<file path="config.mk">
export PLATFORM = sky130hd
export DESIGN_NAME = fpu_issue_ctrl
export DESIGN_NICKNAME = d
export VERILOG_FILES = /design/src/rtl/fpu_issue_ctrl_pkg.sv /design/src/rtl/fpu_issue_ctrl_scoreboard.sv /design/src/rtl/fpu_issue_ctrl.sv
export SDC_FILE = /design/constraint.sdc
export NUM_CORES = 1
export LEC_CHECK = 0
export BUFFER_PORTS_ARGS = -buffer_cell sky130_fd_sc_hd__buf_4
export CAP_MARGIN = 15
export CORE_MARGIN = 2
export CORE_UTILIZATION = 31
export CTS_CLUSTER_DIAMETER = 80
export DETAILED_ROUTE_END_ITERATION = 10
export HOLD_SLACK_MARGIN = 0.05
export PLACE_DENSITY = 0.66
export SKIP_LAST_GASP = 1
export SLEW_MARGIN = 20
export SYNTH_ARGS = -nofsm -noshare
export SYNTH_HDL_FRONTEND = slang
export SYNTH_SLANG_ARGS = --single-unit
</file>
<file path="constraint.sdc">
create_clock -name clk_i -period 2.3 [get_ports clk_i]
set_input_delay 0.345 -clock clk_i [delete_from_list [all_inputs] [get_ports clk_i]]
set_output_delay 0.345 -clock clk_i [all_outputs]
set_load 0.05 [all_outputs]
</file>
<file path="src/rtl/fpu_issue_ctrl_pkg.sv">
// Shared definitions for the FPU issue controller: FSM encoding, the
// RV32F funct5 values that matter for writeback routing, and the
// canonical NaN returned when an operation is abandoned.
package fpu_issue_ctrl_pkg;

  typedef enum logic [2:0] {
    ST_IDLE   = 3'd0,
    ST_LAUNCH = 3'd1,
    ST_ARM    = 3'd2,
    ST_WAIT   = 3'd3,
    ST_RESP   = 3'd4,
    ST_DRAIN  = 3'd5
  } state_e;

  localparam logic [4:0] FUNCT5_FADD  = 5'b00000;
  localparam logic [4:0] FUNCT5_FCMP  = 5'b10100;
  localparam logic [4:0] FUNCT5_FCVTW = 5'b11000;
  localparam logic [4:0] FUNCT5_FMVX  = 5'b11100;

  localparam logic [31:0] CANON_NAN = 32'h7FC0_0000;

  // instr holds instruction bits [31:2], so full-word bit 4 is instr[2]
  // and funct5 (bits [31:27]) is instr[29:25]. Compares, FCVT.W[U].S and
  // FMV.X.W/FCLASS write the integer register file.
  function automatic logic is_to_int(input logic [29:0] instr);
    logic [4:0] funct5;
    funct5 = instr[29:25];
    return instr[2] && ((funct5 == FUNCT5_FCMP) ||
                        (funct5 == FUNCT5_FCVTW) ||
                        (funct5 == FUNCT5_FMVX));
  endfunction

endpackage

</file>
<file path="src/rtl/fpu_issue_ctrl_scoreboard.sv">
// Single-entry scoreboard for the FP operation in flight. Remembers the
// destination register and which register file it targets, and raises a
// hazard when the instruction in decode reads that register.
module fpu_issue_ctrl_scoreboard
  import fpu_issue_ctrl_pkg::*;
(
  input  logic       clk,
  input  logic       rst_n,
  input  logic       set,
  input  logic       clear,
  input  logic [4:0] set_rd,
  input  logic       set_to_int,
  input  logic [4:0] chk_rs1,
  input  logic [4:0] chk_rs2,
  input  logic [4:0] chk_rs3,
  input  logic       chk_fp,
  output logic [4:0] pend_rd,
  output logic       to_int,
  output logic       hazard
);

  logic pend_valid;
  logic src_match;

  // Track the in-flight destination; a new accept wins over a clear.
  always_ff @(posedge clk or negedge rst_n) begin
    if (!rst_n) begin
      pend_valid <= 1'b0;
      pend_rd    <= '0;
      to_int     <= 1'b0;
    end else if (set) begin
      pend_valid <= 1'b1;
      pend_rd    <= set_rd;
      to_int     <= set_to_int;
    end else if (clear) begin
      pend_valid <= 1'b0;
    end
  end

  // Stall decode only when it reads the same register file; integer x0 is
  // never a real dependency.
  always_comb begin
    src_match = (chk_rs1 == pend_rd) || (chk_rs2 == pend_rd) ||
                (chk_rs3 == pend_rd);
    hazard    = pend_valid && (chk_fp == !to_int) && src_match &&
                !(to_int && (pend_rd == 5'd0));
  end

endmodule

</file>
<file path="src/rtl/fpu_issue_ctrl.sv">
// Issue controller between the execute stage and the micro-coded FPU.
// Accepts one operation, strobes the FPU, waits for busy to fall (or a
// timeout), then holds the result for writeback. Flush abandons the
// operation but still waits out the FPU, which cannot be cancelled.
module fpu_issue_ctrl
  import fpu_issue_ctrl_pkg::*;
#(
  parameter int TIMEOUT_CYCLES = 64,
  parameter int CNT_W          = 16
) (
  input  logic             clk_i,
  input  logic             reset_i,
  input  logic             req_valid_i,
  output logic             req_ready_o,
  input  logic [29:0]      req_instr_i,
  input  logic [31:0]      req_rs1_i,
  input  logic [31:0]      req_rs2_i,
  input  logic [31:0]      req_rs3_i,
  input  logic [4:0]       req_rd_i,
  input  logic             flush_i,
  output logic             fpu_enable_o,
  output logic [29:0]      fpu_instr_o,
  output logic [31:0]      fpu_rs1_o,
  output logic [31:0]      fpu_rs2_o,
  output logic [31:0]      fpu_rs3_o,
  input  logic             fpu_busy_i,
  input  logic [31:0]      fpu_out_i,
  output logic             wb_valid_o,
  input  logic             wb_ready_i,
  output logic [4:0]       wb_rd_o,
  output logic [31:0]      wb_data_o,
  output logic             wb_to_int_o,
  output logic             wb_timeout_o,
  input  logic [4:0]       chk_rs1_i,
  input  logic [4:0]       chk_rs2_i,
  input  logic [4:0]       chk_rs3_i,
  input  logic             chk_fp_i,
  output logic             hazard_o,
  output logic [CNT_W-1:0] ops_done_o
);

  localparam int             TMO_W    = $clog2(TIMEOUT_CYCLES);
  localparam logic [TMO_W-1:0] TMO_LAST = TMO_W'(TIMEOUT_CYCLES - 1);

  state_e           state;
  logic [TMO_W-1:0] tmo_cnt;
  logic             accept;
  logic             sb_clear;

  // Busy also gates accept so a timed-out FPU is drained before reuse.
  assign req_ready_o = (state == ST_IDLE) && !fpu_busy_i && !flush_i;
  assign accept      = req_valid_i && req_ready_o;

  // The pending entry dies on any flush while an operation is live, or when
  // writeback takes the result.
  assign sb_clear = flush_i ? ((state != ST_IDLE) && (state != ST_DRAIN))
                            : ((state == ST_RESP) && wb_ready_i);

  // Issue sequencing with registered FPU and writeback outputs.
  always_ff @(posedge clk_i or negedge reset_i) begin
    if (!reset_i) begin
      state        <= ST_IDLE;
      tmo_cnt      <= '0;
      fpu_enable_o <= 1'b0;
      fpu_instr_o  <= '0;
      fpu_rs1_o    <= '0;
      fpu_rs2_o    <= '0;
      fpu_rs3_o    <= '0;
      wb_valid_o   <= 1'b0;
      wb_data_o    <= '0;
      wb_timeout_o <= 1'b0;
      ops_done_o   <= '0;
    end else begin
      fpu_enable_o <= 1'b0;
      case (state)
        ST_IDLE: begin
          if (accept) begin
            fpu_instr_o  <= req_instr_i;
            fpu_rs1_o    <= req_rs1_i;
            fpu_rs2_o    <= req_rs2_i;
            fpu_rs3_o    <= req_rs3_i;
            fpu_enable_o <= 1'b1;
            state        <= ST_LAUNCH;
          end
        end
        // The strobe is already out this cycle, so a flush here still
        // launches the FPU and must be drained.
        ST_LAUNCH: begin
          state <= flush_i ? ST_DRAIN : ST_ARM;
        end
        // FPU busy is not meaningful until the cycle after launch.
        ST_ARM: begin
          tmo_cnt <= '0;
          state   <= flush_i ? ST_DRAIN : ST_WAIT;
        end
        ST_WAIT: begin
          if (flush_i) begin
            state <= ST_DRAIN;
          end else if (!fpu_busy_i) begin
            wb_data_o    <= fpu_out_i;
            wb_timeout_o <= 1'b0;
            wb_valid_o   <= 1'b1;
            state        <= ST_RESP;
          end else if (tmo_cnt == TMO_LAST) begin
            wb_data_o    <= CANON_NAN;
            wb_timeout_o <= 1'b1;
            wb_valid_o   <= 1'b1;
            state        <= ST_RESP;
          end else begin
            tmo_cnt <= tmo_cnt + 1'b1;
          end
        end
        ST_RESP: begin
          if (flush_i) begin
            wb_valid_o <= 1'b0;
            state      <= ST_IDLE;
          end else if (wb_ready_i) begin
            wb_valid_o <= 1'b0;
            ops_done_o <= ops_done_o + 1'b1;
            state      <= ST_IDLE;
          end
        end
        ST_DRAIN: begin
          if (!fpu_busy_i) state <= ST_IDLE;
        end
        default: begin
          state <= ST_IDLE;
        end
      endcase
    end
  end

  fpu_issue_ctrl_scoreboard u_scoreboard (
    .clk        (clk_i),
    .rst_n      (reset_i),
    .set        (accept),
    .clear      (sb_clear),
    .set_rd     (req_rd_i),
    .set_to_int (is_to_int(req_instr_i)),
    .chk_rs1    (chk_rs1_i),
    .chk_rs2    (chk_rs2_i),
    .chk_rs3    (chk_rs3_i),
    .chk_fp     (chk_fp_i),
    .pend_rd    (wb_rd_o),
    .to_int     (wb_to_int_o),
    .hazard     (hazard_o)
  );

endmodule
</file>
==> impl_metrics.tcl <==
set metrics [dict create \
    outcome "complete, no violations" \
    crit_start "u_scoreboard.pend_rd[3]$_DFFE_PN0P_" \
    clkSinkCount 193 \
    cts_tree "yes" \
    yosys-top-cells-count "dfrtp_1, mux2_2, mux2_4, a22o_1" \
    gp_congestion 0.765 \
    dpl.hpwl_um 16400 \
    io_pins 370 \
    die_y_um 164 \
    wl_per_cell_um 17.3 \
    dp_cells 1212 \
    gr-total-overflow 0 \
    design_area_sq_um 11800 \
    syn_nets 714 \
    slowest_stage "dfrtp_2" \
    min_period_ns 2.18 \
    h-tree-depth 4 \
    nets 1089 \
    synth-edff-count 0 \
    cts_buffers 17 \
    maxCapViolations 0 \
    dieArea_sq_um 26800 \
    antenna_found_initial 0 \
    synth-main-ff-cell "dfrtp_1" \
    hold_violations 0 \
    critPathCaptureType "primary output" \
    path_clk_slew_ns 0.09 \
    worstPathRequired_ns 1.96 \
    yosysWarnings 0 \
    critPathKind "reg2out" \
    avgSynthCellArea_sq_um 15.0 \
    synth.top_cell.area_share_pct 61.0 \
    drive_gt1_share_pct 60.4 \
    grt_max_degree 57 \
    synth_area_leaders "dfrtp_1, mux2_2, mux2_4, a22o_1, xnor2_1" \
    yosysSeqAreaShare_pct 61.0 \
    ant_nets 0 \
    io_buffers 369 \
    rsz0062_at_grt "yes" \
    finalPower_w 0.0196 \
    clk_latency_ns 0.43 \
    diodes 0 \
    worst_pin_slew_ns 0.764 \
    route.vias.total 5652 \
    hp-class "in2reg" \
    die_width_um 164 \
    synth_seq_cells 193 \
    fmax_ghz 0.458 \
    crit_arrival_ns 1.84 \
    track_usage_pct 15.7 \
    cts_max_path_buffers 2 \
    vias_per_cell 4.54 \
    synth_most_common_cell "dfrtp_1" \
    yosys.area.top_type "dfrtp_1" \
    reg2reg_slack_ns 0.29 \
    grt_pass1_wl_um 32500 \
    coreArea_sq_um 25100 \
    holdWs_ns 0.131 \
    slew_headroom_pct 49.0 \
    synth_cell_type_count 48 \
    fin_tns_setup_ns 0 \
    power_leakage_nw 5.94 \
    setup_violations 0 \
    stdcell_count 1245 \
    synth_area_sq_um 7910 \
    detail_route.iter0.violations 321 \
    grt_pass1_vias 5749 \
    cp_max_fo 6 \
    skew_ns 0.0139 \
    crit_chain "xnor2_1 > nand3_1 > nor3_2 > o311a_1 > buf_4" \
    start_util_pct 31.5 \
    reg2reg_from "state[0]$_DFFE_PN0P_" \
    power_density_nw_per_um2 1670 \
    synthCells 527 \
    critPathLaunchType "register" \
    rows 58 \
    wl_um 21600 \
    place_area_sq_um 11100 \
    period_share_pct 94.9 \
    first_pass_iters 4 \
    slowest_delay_ns 0.47 \
    post-cts-setup-buffer-count 0 \
    root_buffer "clkbuf_16" \
    vdd_drop_max_mv 0.957 \
    drc 0 \
    drv_slew 0 \
    async_flop_share_pct 100 \
    syn_to_final_growth_pct 48.5 \
    hold_start "req_rs3_i[10]" \
]
-- power breakdown --
part | internal [W] | total, W | switching [W] | leakage (nW)
registers | 0.00490 | 0.00591 | 0.00100 | 2.38
logic | 0.00358 | 0.0104 | 0.00681 | 3.24
clock network | 0.00173 | 0.00327 | 0.00154 | 0.319
-- worst max-delay path: cells and delay by family (launching register included) --
kind,cells,cell delay [ns]
AO/OA/AOI/OAI,1,0.20
XOR/XNOR,1,0.22
buffers and inverters,1,0.21
AND/OR/NAND/NOR,2,0.31
flip-flops,1,0.47
-- repair_timing --
| item | in CTS | in global routing |
|---|---|---|
| hold buffers | 1 | 0 |
| gates cloned | 0 | 0 |
| endpoints found under the hold margin | 52 | 0 |
| resized for setup | 1 | 2 |
| setup endpoints to repair | 1 | 4 |
| pin swaps | 0 | 0 |
-- cells by family after synthesis --
kind of cell | count (synthesis) | synth area share, %
buf+inv | 37 | 2.81
fa+ha+maj | 2 | 0.316
flops | 193 | 61.0
mux | 134 | 21.0
xor+xnor | 30 | 3.32
compound gates | 64 | 6.59
simple gates | 67 | 4.95
-- layout make-up --
type / count / area [sq um]
Sequential cell: 193 / 4830
Multi-Input combinational cell: 297 / 2880
Clock inverter: 14 / 215
Tap cell: 330 / 413
Inverter: 12 / 45.0
Fill cell: 2338 / 13400
Timing Repair Buffer: 381 / 2930
Clock buffer: 18 / 439
-- layer usage --
metal | global-route usage (%) | vias up | wire [um] | share of wire [%]
met5 | 0 | - | 0 | 0
met4 | 3.51 | 0 | 173 | 0.80
met3 | 5.83 | 9 | 1830 | 8.5
met2 | 25.5 | 215 | 10700 | 50
met1 | 20.0 | 2787 | 8840 | 41
li1 | - | 2641 | - | -
-- layout by cell type (no fill, tap or decap), types with 4 or more instances in the layout --
cell / n
dfrtp_1: 192
nor2_1: 9
o22a_1: 9
mux2_4: 40
and3_1: 4
mux2_2: 87
inv_8: 5
mux2_1: 7
inv_1: 11
buf_4: 374
nand2_1: 9
xnor2_1: 16
nand3_1: 11
a21oi_1: 7
clkinv_8: 5
buf_12: 5
nor3_1: 11
o21ai_0: 6
xor2_1: 14
clkbuf_16: 17
a22o_1: 25
-- sequential cells by signal, indices dropped and copies added (netlist names) --
name                     flops
wb_data_o                   32
wb_timeout_o                 1
u_scoreboard.pend_valid      1
ops_done_o                  16
fpu_rs3_o                   32
u_scoreboard.pend_rd         5
u_scoreboard.to_int          1
fpu_instr_o                 30
fpu_rs2_o                   32
state                        3
fpu_rs1_o                   32
fpu_enable_o                 1
tmo_cnt                      6
wb_valid_o                   1
-- worst paths after layout --
path	to	depth (start not counted)
min in group asynchronous	fpu_rs1_o[26]$_DFFE_PN0P_	2
min reg2reg	ops_done_o[15]$_DFFE_PN0P_	1
min	fpu_rs3_o[10]$_DFFE_PN0P_	2
max	hazard_o	5
max reg2reg	wb_data_o[25]$_DFFE_PN0P_	3
max in group asynchronous	fpu_rs2_o[9]$_DFFE_PN0P_	3
-- per-stage QoR --
stage          utilization (%)  setup slack, ns
2_1_floorplan                -            0.317
3_3_place_gp              44.1            0.285
6_report                  46.8            0.118
3_5_place_dp              44.1            0.283
5_1_grt                   46.8        -0.000528
4_1_cts                   46.8           0.0273
Note: power is estimated with default switching activity, not from simulation.
